## src/rtl/data_sync_launch_if.sv

```systemverilog
`default_nettype none
// ============================================================================
// Module      : data_sync_launch_if
// Description : Bundle of the source-side handshake and the CDC launch bus.
//               slave  - the launcher (data_sync_launch)
//               master - the environment (word source + far-end acknowledge)
//   In_data   : word to transfer
//   In_valid  : In_data valid
//   In_ready  : launcher can accept a word
//   Async_bus : quasi-static data toward the destination domain
//   bus_EN    : enable (level pulse or toggle) toward the destination
//   Ack_async : toggle acknowledge from the destination domain
//   Busy      : inverse of In_ready
// Revision    : 1.0 - initial release
// ============================================================================
interface data_sync_launch_if #(
  parameter int Width = 8
);
  logic [Width-1:0] In_data;
  logic             In_valid;
  logic             In_ready;
  logic [Width-1:0] Async_bus;
  logic             bus_EN;
  logic             Ack_async;
  logic             Busy;

  modport master (
    output In_data, In_valid, Ack_async,
    input  In_ready, Async_bus, bus_EN, Busy
  );

  modport slave (
    input  In_data, In_valid, Ack_async,
    output In_ready, Async_bus, bus_EN, Busy
  );
endinterface
`default_nettype wire

```

## src/rtl/data_sync_launch.sv

```systemverilog
`default_nettype none
// ============================================================================
// Module      : data_sync_launch
// Description : Source-domain launcher for the enable-based CDC data path.
//               Accepts a word on valid/ready, parks it on Async_bus, then
//               signals the destination through bus_EN (a HOLD_CYCLES-long
//               pulse when S_TO_F=1, a toggle per word when S_TO_F=0). The
//               bus stays frozen until the destination's toggle acknowledge
//               has been synchronized back into CLK.
// Ports       : CLK    - source clock, rising edge
//               Reset  - asynchronous, active-high
//               bus    - data_sync_launch_if.slave (handshake + launch bus)
// Revision    : 1.0 - initial release
// ============================================================================
module data_sync_launch #(
  parameter int Width       = 8,
  parameter int NUM_Stages  = 2,
  parameter int S_TO_F      = 1,
  parameter int HOLD_CYCLES = 4
) (
  input wire logic              CLK,
  input wire logic              Reset,
  data_sync_launch_if.slave     bus
);

  localparam int c_CNT_W = (HOLD_CYCLES > 1) ? $clog2(HOLD_CYCLES) : 1;

  typedef enum logic [1:0] {
    ST_IDLE     = 2'd0,
    ST_SETUP    = 2'd1,
    ST_HOLD     = 2'd2,
    ST_WAIT_ACK = 2'd3
  } state_t;

  state_t                 r_state,  w_state_nxt;
  logic [Width-1:0]       r_bus,    w_bus_nxt;
  logic                   r_en,     w_en_nxt;
  logic [c_CNT_W-1:0]     r_cnt,    w_cnt_nxt;
  logic                   r_pend,   w_pend_nxt;
  logic [NUM_Stages-1:0]  r_ack_sync;
  logic                   r_ack_prev;
  logic                   w_ack_seen;

  // One-cycle pulse for every edge of the synchronized acknowledge toggle.
  assign w_ack_seen = r_ack_sync[NUM_Stages-1] ^ r_ack_prev;

  always_ff @(posedge CLK or posedge Reset) begin
    if (Reset) begin
      r_state    <= ST_IDLE;
      r_bus      <= '0;
      r_en       <= 1'b0;
      r_cnt      <= '0;
      r_pend     <= 1'b0;
      r_ack_sync <= '0;
      r_ack_prev <= 1'b0;
    end else begin
      r_state    <= w_state_nxt;
      r_bus      <= w_bus_nxt;
      r_en       <= w_en_nxt;
      r_cnt      <= w_cnt_nxt;
      r_pend     <= w_pend_nxt;
      r_ack_sync <= {r_ack_sync[NUM_Stages-2:0], bus.Ack_async};
      r_ack_prev <= r_ack_sync[NUM_Stages-1];
    end
  end

  always_comb begin
    w_state_nxt = r_state;
    w_bus_nxt   = r_bus;
    w_en_nxt    = r_en;
    w_cnt_nxt   = r_cnt;
    w_pend_nxt  = r_pend;
    case (r_state)
      ST_IDLE: begin
        // An ack arriving here is a far-end protocol error and is dropped.
        if (bus.In_valid) begin
          w_bus_nxt   = bus.In_data;
          w_state_nxt = ST_SETUP;
        end
      end
      ST_SETUP: begin
        // Data has been stable for a full cycle before the enable moves.
        if (w_ack_seen) w_pend_nxt = 1'b1;
        if (S_TO_F != 0) begin
          w_en_nxt    = 1'b1;
          w_cnt_nxt   = c_CNT_W'(HOLD_CYCLES - 1);
          w_state_nxt = ST_HOLD;
        end else begin
          w_en_nxt    = ~r_en;
          w_state_nxt = ST_WAIT_ACK;
        end
      end
      ST_HOLD: begin
        // Remember an early ack so WAIT_ACK does not stall for it.
        if (w_ack_seen) w_pend_nxt = 1'b1;
        if (r_cnt != '0) begin
          w_cnt_nxt = r_cnt - 1'b1;
        end else begin
          w_en_nxt    = 1'b0;
          w_state_nxt = ST_WAIT_ACK;
        end
      end
      ST_WAIT_ACK: begin
        if (w_ack_seen || r_pend) begin
          w_pend_nxt  = 1'b0;
          w_state_nxt = ST_IDLE;
        end
      end
      default: w_state_nxt = ST_IDLE;
    endcase
  end

  assign bus.In_ready  = (r_state == ST_IDLE);
  assign bus.Busy      = (r_state != ST_IDLE);
  assign bus.Async_bus = r_bus;
  assign bus.bus_EN    = r_en;

endmodule
`default_nettype wire

```

## src/flat_wrapper.sv

```systemverilog
// flat-port wrapper written by rule: the top's interface ports become plain ports
module data_sync_launch_flat 
#(
  parameter int Width       = 8,
  parameter int NUM_Stages  = 2,
  parameter int S_TO_F      = 1,
  parameter int HOLD_CYCLES = 4
)
  (CLK, Reset, bus_In_data, bus_In_valid, bus_Ack_async, bus_In_ready, bus_Async_bus, bus_bus_EN, bus_Busy);
  data_sync_launch_if #(.Width(Width)) bus_i ();
  input wire logic CLK;
  input wire logic Reset;
  input wire logic [$bits(bus_i.In_data)-1:0] bus_In_data;
  input wire logic [$bits(bus_i.In_valid)-1:0] bus_In_valid;
  input wire logic [$bits(bus_i.Ack_async)-1:0] bus_Ack_async;
  output wire logic [$bits(bus_i.In_ready)-1:0] bus_In_ready;
  output wire logic [$bits(bus_i.Async_bus)-1:0] bus_Async_bus;
  output wire logic [$bits(bus_i.bus_EN)-1:0] bus_bus_EN;
  output wire logic [$bits(bus_i.Busy)-1:0] bus_Busy;
  assign bus_i.In_data = bus_In_data;
  assign bus_i.In_valid = bus_In_valid;
  assign bus_i.Ack_async = bus_Ack_async;
  assign bus_In_ready = bus_i.In_ready;
  assign bus_Async_bus = bus_i.Async_bus;
  assign bus_bus_EN = bus_i.bus_EN;
  assign bus_Busy = bus_i.Busy;
  data_sync_launch #(.Width(Width), .NUM_Stages(NUM_Stages), .S_TO_F(S_TO_F), .HOLD_CYCLES(HOLD_CYCLES)) u_core (.CLK(CLK), .Reset(Reset), .bus(bus_i));
endmodule
```

## config.mk

```make
export PLATFORM = sky130hd
export DESIGN_NAME = data_sync_launch_flat
export DESIGN_NICKNAME = d
export VERILOG_FILES = /design/src/rtl/data_sync_launch_if.sv /design/src/rtl/data_sync_launch.sv /design/src/flat_wrapper.sv
export SDC_FILE = /design/constraint.sdc
export NUM_CORES = 1
export LEC_CHECK = 0
export CAP_MARGIN = 30
export CORE_MARGIN = 5
export CORE_UTILIZATION = 47
export DETAILED_ROUTE_END_ITERATION = 10
export GPL_TIMING_DRIVEN = 0
export HOLD_SLACK_MARGIN = 0.08
export PLACE_DENSITY = 0.82
export SETUP_SLACK_MARGIN = 0.3
export SLEW_MARGIN = 30
export SYNTH_ARGS = -nofsm -noshare
export SYNTH_HDL_FRONTEND = slang
export SYNTH_SLANG_ARGS = --single-unit
```

## constraint.sdc

```tcl
create_clock -name CLK -period 4.05 [get_ports CLK]
set_clock_uncertainty 0.2 [all_clocks]
set_input_delay 0.6075 -clock CLK [delete_from_list [all_inputs] [get_ports CLK]]
set_output_delay 0.6075 -clock CLK [all_outputs]
set_load 0.05 [all_outputs]
```

==> results of run 1 <==
==> metrics by stage <==
stage          power, W  cell area [µm²]  utilization [%]  worst slack [ps]  instances
6_report       0.000889             1000             67.3              1300         99
4_1_cts        0.000902             1000             67.3              1290         99
3_3_place_gp   0.000793              975             65.5              1650         95
2_1_floorplan  0.000645              734                -              1810         57
3_5_place_dp   0.000809              975             65.5              1630         95
5_1_grt        0.000956             1000             67.3              1210         99
==> metal layers <==
metal / GRT usage (%) / vias up / wire length [µm]
li1: - / 240 / -
met1: 11.4 / 240 / 435
met2: 20.8 / 20 / 637
met3: 8.13 / 0 / 176
met4: 2.62 / 0 / 0
met5: 0 / - / 0
==> cell usage in the layout, fill, tap and decap left out <==
master / n
clkdlybuf4s50_1: 22
dfrtp_1: 17
inv_1: 9
mux2_1: 9
ha_1: 5
a21oi_1: 3
clkbuf_4: 3
nor2b_1: 2
nor3_1: 2
nor2_1: 2
xnor2_1: 1
and2b_1: 1
a221oi_2: 1
nand2_2: 1
nand2_1: 1
a2bb2oi_1: 1
mux2i_1: 1
o22ai_1: 1
clkinv_2: 1
==> where the power goes <==
group | leakage [nW] | internal (W) | switching, W
registers | 0.193 | 0.000239 | 0.0000393
logic | 0.259 | 0.000198 | 0.000323
clock network | 0.0177 | 0.0000367 | 0.0000517
==> worst register-to-register path, stage by stage (launching register included) <==
cell	delay [ps]
dfrtp_1	410
inv_1	80
ha_1	240
and2b_1	220
a221oi_2	260
mux2_1	360
==> cell families (layout without fill, tap and decap cells) <==
group / Yosys count / count (layout) / share of synthesized area [%]
flip-flops: 17 / 17 / 57.9
multiplexers: 10 / 10 / 15.2
AND/OR/NAND/NOR: 9 / 9 / 6.47
buffers and inverters: 9 / 35 / 4.60
AO/OA/AOI/OAI: 6 / 6 / 6.13
adder cells (fa/ha/maj): 5 / 5 / 8.52
XOR/XNOR: 1 / 1 / 1.19
==> worst paths after layout <==
| check | end | cells past startpoint |
|---|---|---|
| max | bus_In_ready | 3 |
| min | u_core.r_ack_sync[1] | 0 |
| max reg2reg | u_core.r_state[1] | 5 |
| min reg2reg | u_core.r_ack_sync[1] | 0 |
| max in group asynchronous | u_core.bus.Async_bus[1] | 2 |
| min in group asynchronous | u_core.bus.Async_bus[2] | 2 |
==> synthesized netlist by cell type (all sizes together), types with 2 or more instances <==
library cell / instances / area, µm²
dfrtp: 17 / 425
nor2: 2 / 7.51
inv: 9 / 33.8
nand2: 2 / 10.0
mux2: 9 / 101
nor2b: 2 / 12.5
a21oi: 3 / 15.0
ha: 5 / 62.6
nor3: 2 / 10.0
==> flip-flops by register name (all words and copies together), names as in the netlist <==
name,cells
u_core.bus.Async_bus,8
u_core.r_ack_sync,2
u_core.r_cnt,2
u_core.r_state,2
u_core.bus.bus_EN,1
u_core.r_ack_prev,1
u_core.r_pend,1
==> area by class of cell <==
type	instances	area, µm²
clock inverters	1	5.00
multi-input cells	31	275
flip-flops and latches	17	425
repair buffers	22	220
fillers	107	487
clock buffers	3	22.5
well taps	16	20.0
inverters	9	33.8
==> impl_results.md, run 1 <==
- GPL Wtd Cong: 0.831
- Final nets: 101
- CTS tree: yes
- Initial antenna violation count: 0
- Critical path fanouts, max: 6
- Pwr/cell area: 887 nW/µm²
- Hold buffers post-CTS: 0
- Async SR Flop Fraction: 100%
- Final hold slack: 154 ps
- Fin crit share: 67.8%
- Overall Global Routing Usage: 11.9%
- Clock-pin slew on the worst setup and hold paths: 100 ps
- WL/cell: 12.6 µm
- Main synth FF type: dfrtp_1
- Post-CTS setup buffer count: 0
- DRC: 0
- Overflow after GRT: 0
- Root Buffer: clkbuf_4
- # diodes: 0
- DRT iter0 DRCs: 4
- Peak Freq: 0.364 GHz
- Hold/Removal Path Class: flop to flop
- CTS HTree Levels: 1
- Placeable Area: 1490 µm²
- Worst skew pair latency: 290 ps
- Die Y-Extent: 49.5 µm
- Cells after Synth: 57
- Post-DP HPWL: 991 µm
- Total negative slack: 0 ps
- Fin crit period: 2750 ps
- RSZ-0062 raised after global routing: false
- Required @ worst endpoint: 3240 ps
- R2R setup slack: 2170 ps
- Crit start category: flop
- DRT Pass-1 Iters: 2
- Post-synthesis cell type count: 16
- Slew @ Worst Pin: 611 ps
- CP startpoint: u_core.r_state[0]
- Worst rel slew slack: 59.2%
- Final wirelength: 1250 µm
- Final setup violation count: 0
- Max_cap viols: 0
- Yosys reg bits: 17
- Leakage: 0.470 nW
- PortBufs: 22
- Synth Net Count: 74
- Final Max Tran Viols: 0
- Layout area overhead: 36.5%
- Post-synth EDFFs: 0
- Vias per inst: 5.05
- Routed via count: 500
- Worst path cell trace: inv_1 -> ha_1 -> clkdlybuf4s50_1
- Row count: 14
- Synthesis Warnings: 0
- Clock sinks: 17
- Hold Fails Final Rpt: 0
- Ports: 23
- Initial Util: 49.3%
- Largest net degree at the start of global routing: 18
- Crit Reg-Reg Startpoint: u_core.r_state[0]
- Sequential area share after synthesis: 57.9%
- CP max-delay cell: clkdlybuf4s50_1
- Max clock buf depth: 2
- Syn_area_per_cell: 12.9 µm²
- Vias in the first global route: 585
- Status: finished, final reports clean
- Full die area: 2450 µm²
- Worst path top cell family by delay: buffers and inverters
- Largest stage delay on the critical path: 850 ps
- Worst Setup Path Type: flop to output port
- Layout cells sized above 1: 7.23%
- Post-cts resize count: 0
- Die extent in x: 49.5 µm
- Worst EP arrival: 1940 ps
- Kind of end point of the critical path: output port
- Max IR drop VDD: 0.636 mV
- ANT nets after route: 0
- Critical path buffers and inverters: 2
- TritonCTS Buffers: 3
- Mapped Area: 734 µm²
- Global-route wire length before repair: 2300 µm
- Hold Startpoint: u_core.r_ack_sync[0]
No activity file was read; power rests on OpenSTA's default activity.
==> inputs of run 2 (changes only) <==
--- a/config.mk
+++ b/config.mk
@@ -7,11 +7,11 @@
 export LEC_CHECK = 0
 export CAP_MARGIN = 30
 export CORE_MARGIN = 5
-export CORE_UTILIZATION = 47
+export CORE_UTILIZATION = 39
 export DETAILED_ROUTE_END_ITERATION = 10
 export GPL_TIMING_DRIVEN = 0
 export HOLD_SLACK_MARGIN = 0.08
-export PLACE_DENSITY = 0.82
+export PLACE_DENSITY = 0.73
 export SETUP_SLACK_MARGIN = 0.3
 export SLEW_MARGIN = 30
 export SYNTH_ARGS = -nofsm -noshare
==> constraint.sdc (replaced) <==
create_clock -name CLK -period 2.3 [get_ports CLK]
set_clock_uncertainty 0.2 [all_clocks]
set_input_delay 0.345 -clock CLK [delete_from_list [all_inputs] [get_ports CLK]]
set_output_delay 0.345 -clock CLK [all_outputs]
set_load 0.05 [all_outputs]
==> run 2 against run 1 <==
  * Wire length increased by 6.5%
  * Critical path type is now flop to flop
  * Largest power group unchanged
  * Clock-buffer cell count did not move
  * Highest routed layer unchanged
  * Final cell count is 9.1% higher
  * Critical path depth increased by 2
==> impl_results.md, run 2 (same netlist as run 1, synthesis figures left out) <==
- Status: finished, final reports clean
- Multi-input gate area: 278 µm² (+0.91%)
- Clock sinks: 17 (unchanged)
- Required @ worst endpoint: 2270 ps (-970 ps)
- Worst Setup Path Type: flop to flop
- Post-Layout Cell Count: 108 (+9.1%)
- CTS tree: yes
- Clock-pin slew on the worst setup and hold paths: 100 ps (about the same)
- Max clock buf depth: 2 (unchanged)
- Switch share: 47.6% (+0.95 points)
- RSZ-0062 raised after global routing: false
- DRT Pass-1 Iters: 2 (unchanged)
- # fillers: 160 (+50%)
- Die Y-Extent: 53.4 µm (+7.8%)
- GPL Wtd Cong: 0.770 (-7.4%)
- Die extent in x: 53.4 µm (+7.8%)
- Worst EP arrival: 1840 ps (-100 ps)
- Max_cap viols: 0 (unchanged)
- Post-DP HPWL: 1070 µm (+8.1%)
- Root Buffer: clkbuf_4
- Worst skew pair latency: 280 ps (about the same)
- Initial Util: 41.6% (-7.7 points)
- Worst rel slew slack: 58.6% (-0.62 points)
- Leakage: 0.513 nW (+9.1%)
- DRC: 0 (unchanged)
- Flop pwr share: 32.1% (+0.8 points)
- DRT iter0 DRCs: 1 (-3)
- Commonest non-fill, non-tap cell in the layout: dfrtp_1
- Full die area: 2850 µm² (+16%)
- Fin util: 57.5% (-9.8 points)
- Max IR drop VDD: 0.653 mV (+2.6%)
- Final hold slack: 163 ps (+9.46 ps)
- ANT nets after route: 0 (unchanged)
- Power Total: 0.00152 W (+71%)
- Clock power share: 10.3% (+0.4 points)
- CP startpoint: u_core.r_state[0]
- Global-route wire length before repair: 2190 µm (-4.8%)
- Slew @ Worst Pin: 621 ps (+9.30 ps)
- WL/cell: 12.3 µm (-2.4%)
- Initial antenna violation count: 0 (unchanged)
- Kind of end point of the critical path: flop
- Layout area overhead: 38.2%
- Hold Startpoint: u_core.r_ack_sync[0]
- Crit Reg-Reg Startpoint: u_core.r_state[0]
- Row count: 15 (+1)
- CTS HTree Levels: 1 (unchanged)
- Max reg flops: 8 (unchanged)
- Ports: 23 (unchanged)
- Vias in the first global route: 507 (-13%)
- TritonCTS Buffers: 3 (unchanged)
- Peak Freq: 0.535 GHz
- Fin crit share: 81.2%
- Combinational fraction of design power: 57.6% (-1.1 points)
- Fin crit period: 1870 ps
- Largest net degree at the start of global routing: 18 (unchanged)
- Placeable Area: 1760 µm² (+18%)
- Placed insts: 104 (+9.5%)
- Overflow after GRT: 0 (unchanged)
- Hold Fails Final Rpt: 0 (unchanged)
- Vias per inst: 4.51 (-11%)
- PortBufs: 22 (unchanged)
- Final setup violation count: 0 (unchanged)
- Overall Global Routing Usage: 11.0% (-0.95 points)
- Final wirelength: 1330 µm (+6.5%)
- Routed via count: 487 (-2.6%)
- Net Sw Power: 0.000723 W (+75%)
- Layout cells sized above 1: 10.8% (+3.6 points)
- Final nets: 101 (unchanged)
- Final Max Tran Viols: 0 (unchanged)
- Total negative slack: 0 ps (unchanged)
- FF/Latch Area: 425 µm² (unchanged)
- Internal power: 0.000797 W (+68%)
- Pwr/cell area: 1500 nW/µm² (+69%)
- Hold/Removal Path Class: flop to flop
- # diodes: 0 (unchanged)
- Highest-count cells in the layout ignoring fill and taps: dfrtp_1 (17), clkdlybuf4s50_1 (11), inv_1 (9), mux2_1 (9)
- Critical path fanouts, max: 5 (-1)
- Crit start category: flop
## run 2: changes by cell type in the layout (fill, tap and decap cells not counted), sizes merged
cell	before	now
clkdlybuf4s50	22	11
dlygate4sd2	0	5
dlymetal6s2s	0	4
clkbuf	3	5
## run 2: cell type report
type | count | area share (%)
tap | 25 | 3.08
clock inverter | 1 | 0.493
inverter | 9 | 3.33
multi-input combinational | 31 | 27.4
sequential | 17 | 41.9
clock buffer | 3 | 2.22
timing repair buffer | 22 | 21.6
## run 2: power by group through the flow
stage / sequential [W] / combinational [W] / clock [W]
3_5_place_dp: 0.000499 / 0.000922 / 0
6_report: 0.000488 / 0.000876 / 0.000156
4_1_cts: 0.000491 / 0.000883 / 0.000163
2_1_floorplan: 0.000759 / 0.000376 / 0
5_1_grt: 0.000507 / 0.000946 / 0.000176
3_3_place_gp: 0.000492 / 0.000905 / 0
## run 2: worst max-delay path, cell delays in order (launching register included)
cell and delay [ps]:
dfrtp_1 420, inv_1 80, ha_1 250, and2b_1 230, a221oi_2 230, mux2_1 350
## run 2: path summary, 6_finish.rpt
check,to,slack [ps],cells past startpoint
hold reg to reg,u_core.r_ack_sync[1],160,0
setup reg to reg,u_core.r_state[1],430,5
min in group asynchronous,u_core.r_cnt[0],240,2
setup / recovery,u_core.r_state[1],430,5
hold / removal,u_core.r_ack_sync[1],160,0
max in group asynchronous,u_core.r_cnt[1],1260,2
## run 2: timing repair
action | in CTS | in global routing
hold endpoints to repair | 0 | 0
endpoints found under the setup margin | 7 | 6
resized for setup | 14 | 8
buffers inserted | 0 | 0
hold buffers | 0 | 0
## run 2: routing by layer
layer  GRT usage [%]  wire (µm)  vias to the layer above
met1            11.7        546                      240
met4            7.23          0                        0
met2            18.8        732                        6
met5               0          0                        -
met3            2.82         51                        0
li1                -          -                      241
## run 2: per-stage QoR
stage	setup slack, ps	area [µm²]
global route	327	1010
finish	432	1010
floorplan	327	734
CTS	235	1000
global placement	133	986
detailed placement	121	986
==> inputs of run 3 (changes only) <==
==> constraint.sdc (replaced) <==
create_clock -name CLK -period 1.7 [get_ports CLK]
set_clock_uncertainty 0.2 [all_clocks]
set_input_delay 0.255 -clock CLK [delete_from_list [all_inputs] [get_ports CLK]]
set_output_delay 0.255 -clock CLK [all_outputs]
set_load 0.05 [all_outputs]
==> run 3 against run 2 <==
  * Clock power is 34% higher
  * Sequential power grew 40%
  * Fmax up 5.9%
  * Largest power group unchanged
  * Critical endpoint unchanged
  * The flow now finishes with violations (negative setup slack)
  * Global-route usage down 0.13 points
==> impl_results.md, run 3 (same netlist as run 1, synthesis figures left out) <==
- Status: finished with violations
- Violated checks: negative setup slack
- CTS HTree Levels: 1 (unchanged)
- Vias in the first global route: 486 (-4.1%)
- TritonCTS Buffers: 3 (unchanged)
- DRT Pass-1 Iters: 4 (+2)
- Largest net degree at the start of global routing: 18 (unchanged)
- Placeable Area: 1760 µm² (unchanged)
- PortBufs: 22 (unchanged)
- Required @ worst endpoint: 1670 ps (-600 ps)
- Leakage: 0.571 nW (+11%)
- Placed insts: 104 (unchanged)
- Initial antenna violation count: 0 (unchanged)
- Max_cap viols: 0 (unchanged)
- Overall Global Routing Usage: 10.8% (-0.13 points)
- Commonest non-fill, non-tap cell in the layout: dfrtp_1
- Post-DP HPWL: 1070 µm (-0.49%)
- Highest-count cells in the layout ignoring fill and taps: dfrtp_1 (16), clkdlybuf4s50_1 (11), clkbuf_4 (10)
- Slew @ Worst Pin: 625 ps (+4.39 ps)
- Critical path fanouts, max: 4 (-1)
- Overflow after GRT: 0 (unchanged)
- Final nets: 110 (+8.9%)
- Row count: 15 (unchanged)
- Worst rel slew slack: 58.3% (-0.29 points)
- Met3 WL: 56 µm (+9.8%)
- Final worst slack: -63.3 ps (-495 ps)
- CTS tree: yes
- GPL Wtd Cong: 0.728 (-5.4%)
- Hold buffers post-CTS: 0 (unchanged)
- Global-route wire length before repair: 2130 µm (-2.8%)
- Peak Freq: 0.567 GHz (+5.9%)
- Met2 WL: 783 µm (+7.0%)
- Fin crit share: 104% (+23 points)
- Layout area overhead: 61.2%
- Worst EP arrival: 1740 ps (-100 ps)
- Ports: 23 (unchanged)
- Net Sw Power: 0.00114 W (+58%)
- Internal power: 0.00146 W (+84%)
- Crit start category: flop
- Hold/Removal Path Class: input pin to asynchronous set/reset pin
- Die Y-Extent: 53.4 µm (unchanged)
- Metal1 wirelength: 678 µm (+24%)
- Die extent in x: 53.4 µm (unchanged)
- Switch share: 43.9% (-3.7 points)
- Kind of end point of the critical path: flop
- RSZ-0062 raised after global routing: true
- Hold Fails Final Rpt: 0 (unchanged)
- Worst skew pair latency: 280 ps (about the same)
- Fin crit period: 1760 ps (-105 ps)
- Clock-pin slew on the worst setup and hold paths: 90 ps (about the same)
- # diodes: 0 (unchanged)
- DRT iter0 DRCs: 6 (+5)
- Max clock buf depth: 2 (unchanged)
- # fillers: 143 (-11%)
- Top routing layer in use: met4
- Final wirelength: 1530 µm (+15%)
- Layout cells sized above 1: 52.2% (+41 points)
- DP Area: 1050 µm² (+6.7%)
- Max IR drop VDD: 1.20 mV (+84%)
- Flop pwr share: 26.2% (-5.9 points)
- Final hold slack: 140 ps (-23.4 ps)
- ANT nets after route: 0 (unchanged)
- Combinational fraction of design power: 65.8% (+8.2 points)
- Initial Util: 41.6% (unchanged)
- Pwr/cell area: 2200 nW/µm² (+47%)
- Clock sinks: 17 (unchanged)
- Max reg flops: 8 (unchanged)
- Final Max Tran Viols: 0 (unchanged)
- Design area: 1180 µm² (+17%)
- WL/cell: 13.1 µm (+6.4%)
- Vias per inst: 4.50 (-0.30%)
- DRC: 0 (unchanged)
- Full die area: 2850 µm² (unchanged)
- Root Buffer: clkbuf_4
- Routed via count: 526 (+8.0%)
- Final setup violation count: 1 (+1)
- Worst Setup Path Type: flop to flop
- Post-Layout Cell Count: 117 (+8.3%)
- Clock power share: 8.0% (-2.3 points)
-- run 3: cell types whose count changed in the layout (fill, tap and decap cells not counted), sizes merged --
cell          before  now
buf                0   13
clkbuf             5   11
dlygate4sd2        5    0
dlymetal6s2s       4    0
clkinv             1    0
-- run 3: per-layer routing --
metal	vias to the layer above	global-route usage [%]
met3	2	5.07
met5	-	0
li1	260	-
met4	0	3.83
met1	256	13.0
met2	8	16.7
-- run 3: layout make-up --
class | count | area, µm² | area share, %
Tap cell | 25 | 31.3 | 2.64
Multi-Input combinational cell | 31 | 393 | 33.2
Timing Repair Buffer | 31 | 273 | 23.0
Sequential cell | 17 | 427 | 36.0
Inverter | 9 | 33.8 | 2.85
Clock buffer | 4 | 26.3 | 2.22
-- run 3: stage by stage --
| stage | utilization, % | setup WS, ps | setup TNS [ps] | total power (W) |
|---|---|---|---|---|
| floorplan | - | 13.2 | 0 | 0.00172 |
| global placement | 59.6 | -300 | -822 | 0.00208 |
| detailed placement | 59.6 | -321 | -944 | 0.00212 |
| CTS | 60.4 | -93.4 | -150 | 0.00230 |
| global route | 67.1 | -108 | -175 | 0.00275 |
| finish | 67.1 | -63.3 | -63.3 | 0.00261 |
-- run 3: power groups by stage --
stage	clock, W	combinational, W	sequential, W
final	0.000209	0.00171	0.000683
after global routing	0.000237	0.00181	0.000702
after CTS	0.000212	0.00141	0.000684
after detailed placement	0	0.00142	0.000696
after global placement	0	0.00140	0.000684
after floorplan	0	0.000682	0.00104
-- run 3: path summary, 6_finish.rpt --
check	startpoint	to	slack, ps	cells past startpoint
min in group CLK	u_core.r_ack_sync[0]	u_core.r_ack_sync[1]	160	0
setup / recovery	u_core.r_state[1]	u_core.r_state[1]	-60	4
setup reg to reg	u_core.r_state[1]	u_core.r_state[1]	-60	4
hold / removal	Reset	u_core.bus.Async_bus[3]	140	2
hold reg to reg	u_core.r_ack_sync[0]	u_core.r_ack_sync[1]	160	0
max in group asynchronous	Reset	u_core.r_state[1]	720	2
-- run 3: critical path: stages (launching register included) --
cell      delay [ps]
dfrtp_2          460
ha_1             200
nor2b_1          180
a221oi_4         300
mux2_4           330
-- run 3: repair_timing --
action / 4_1_cts / 5_1_grt
hold endpoints to repair: 0 / 0
resized for setup: 60 / 22
setup endpoints to repair: 24 / 23
pin swaps: 0 / 3
setup buffers: 3 / 6
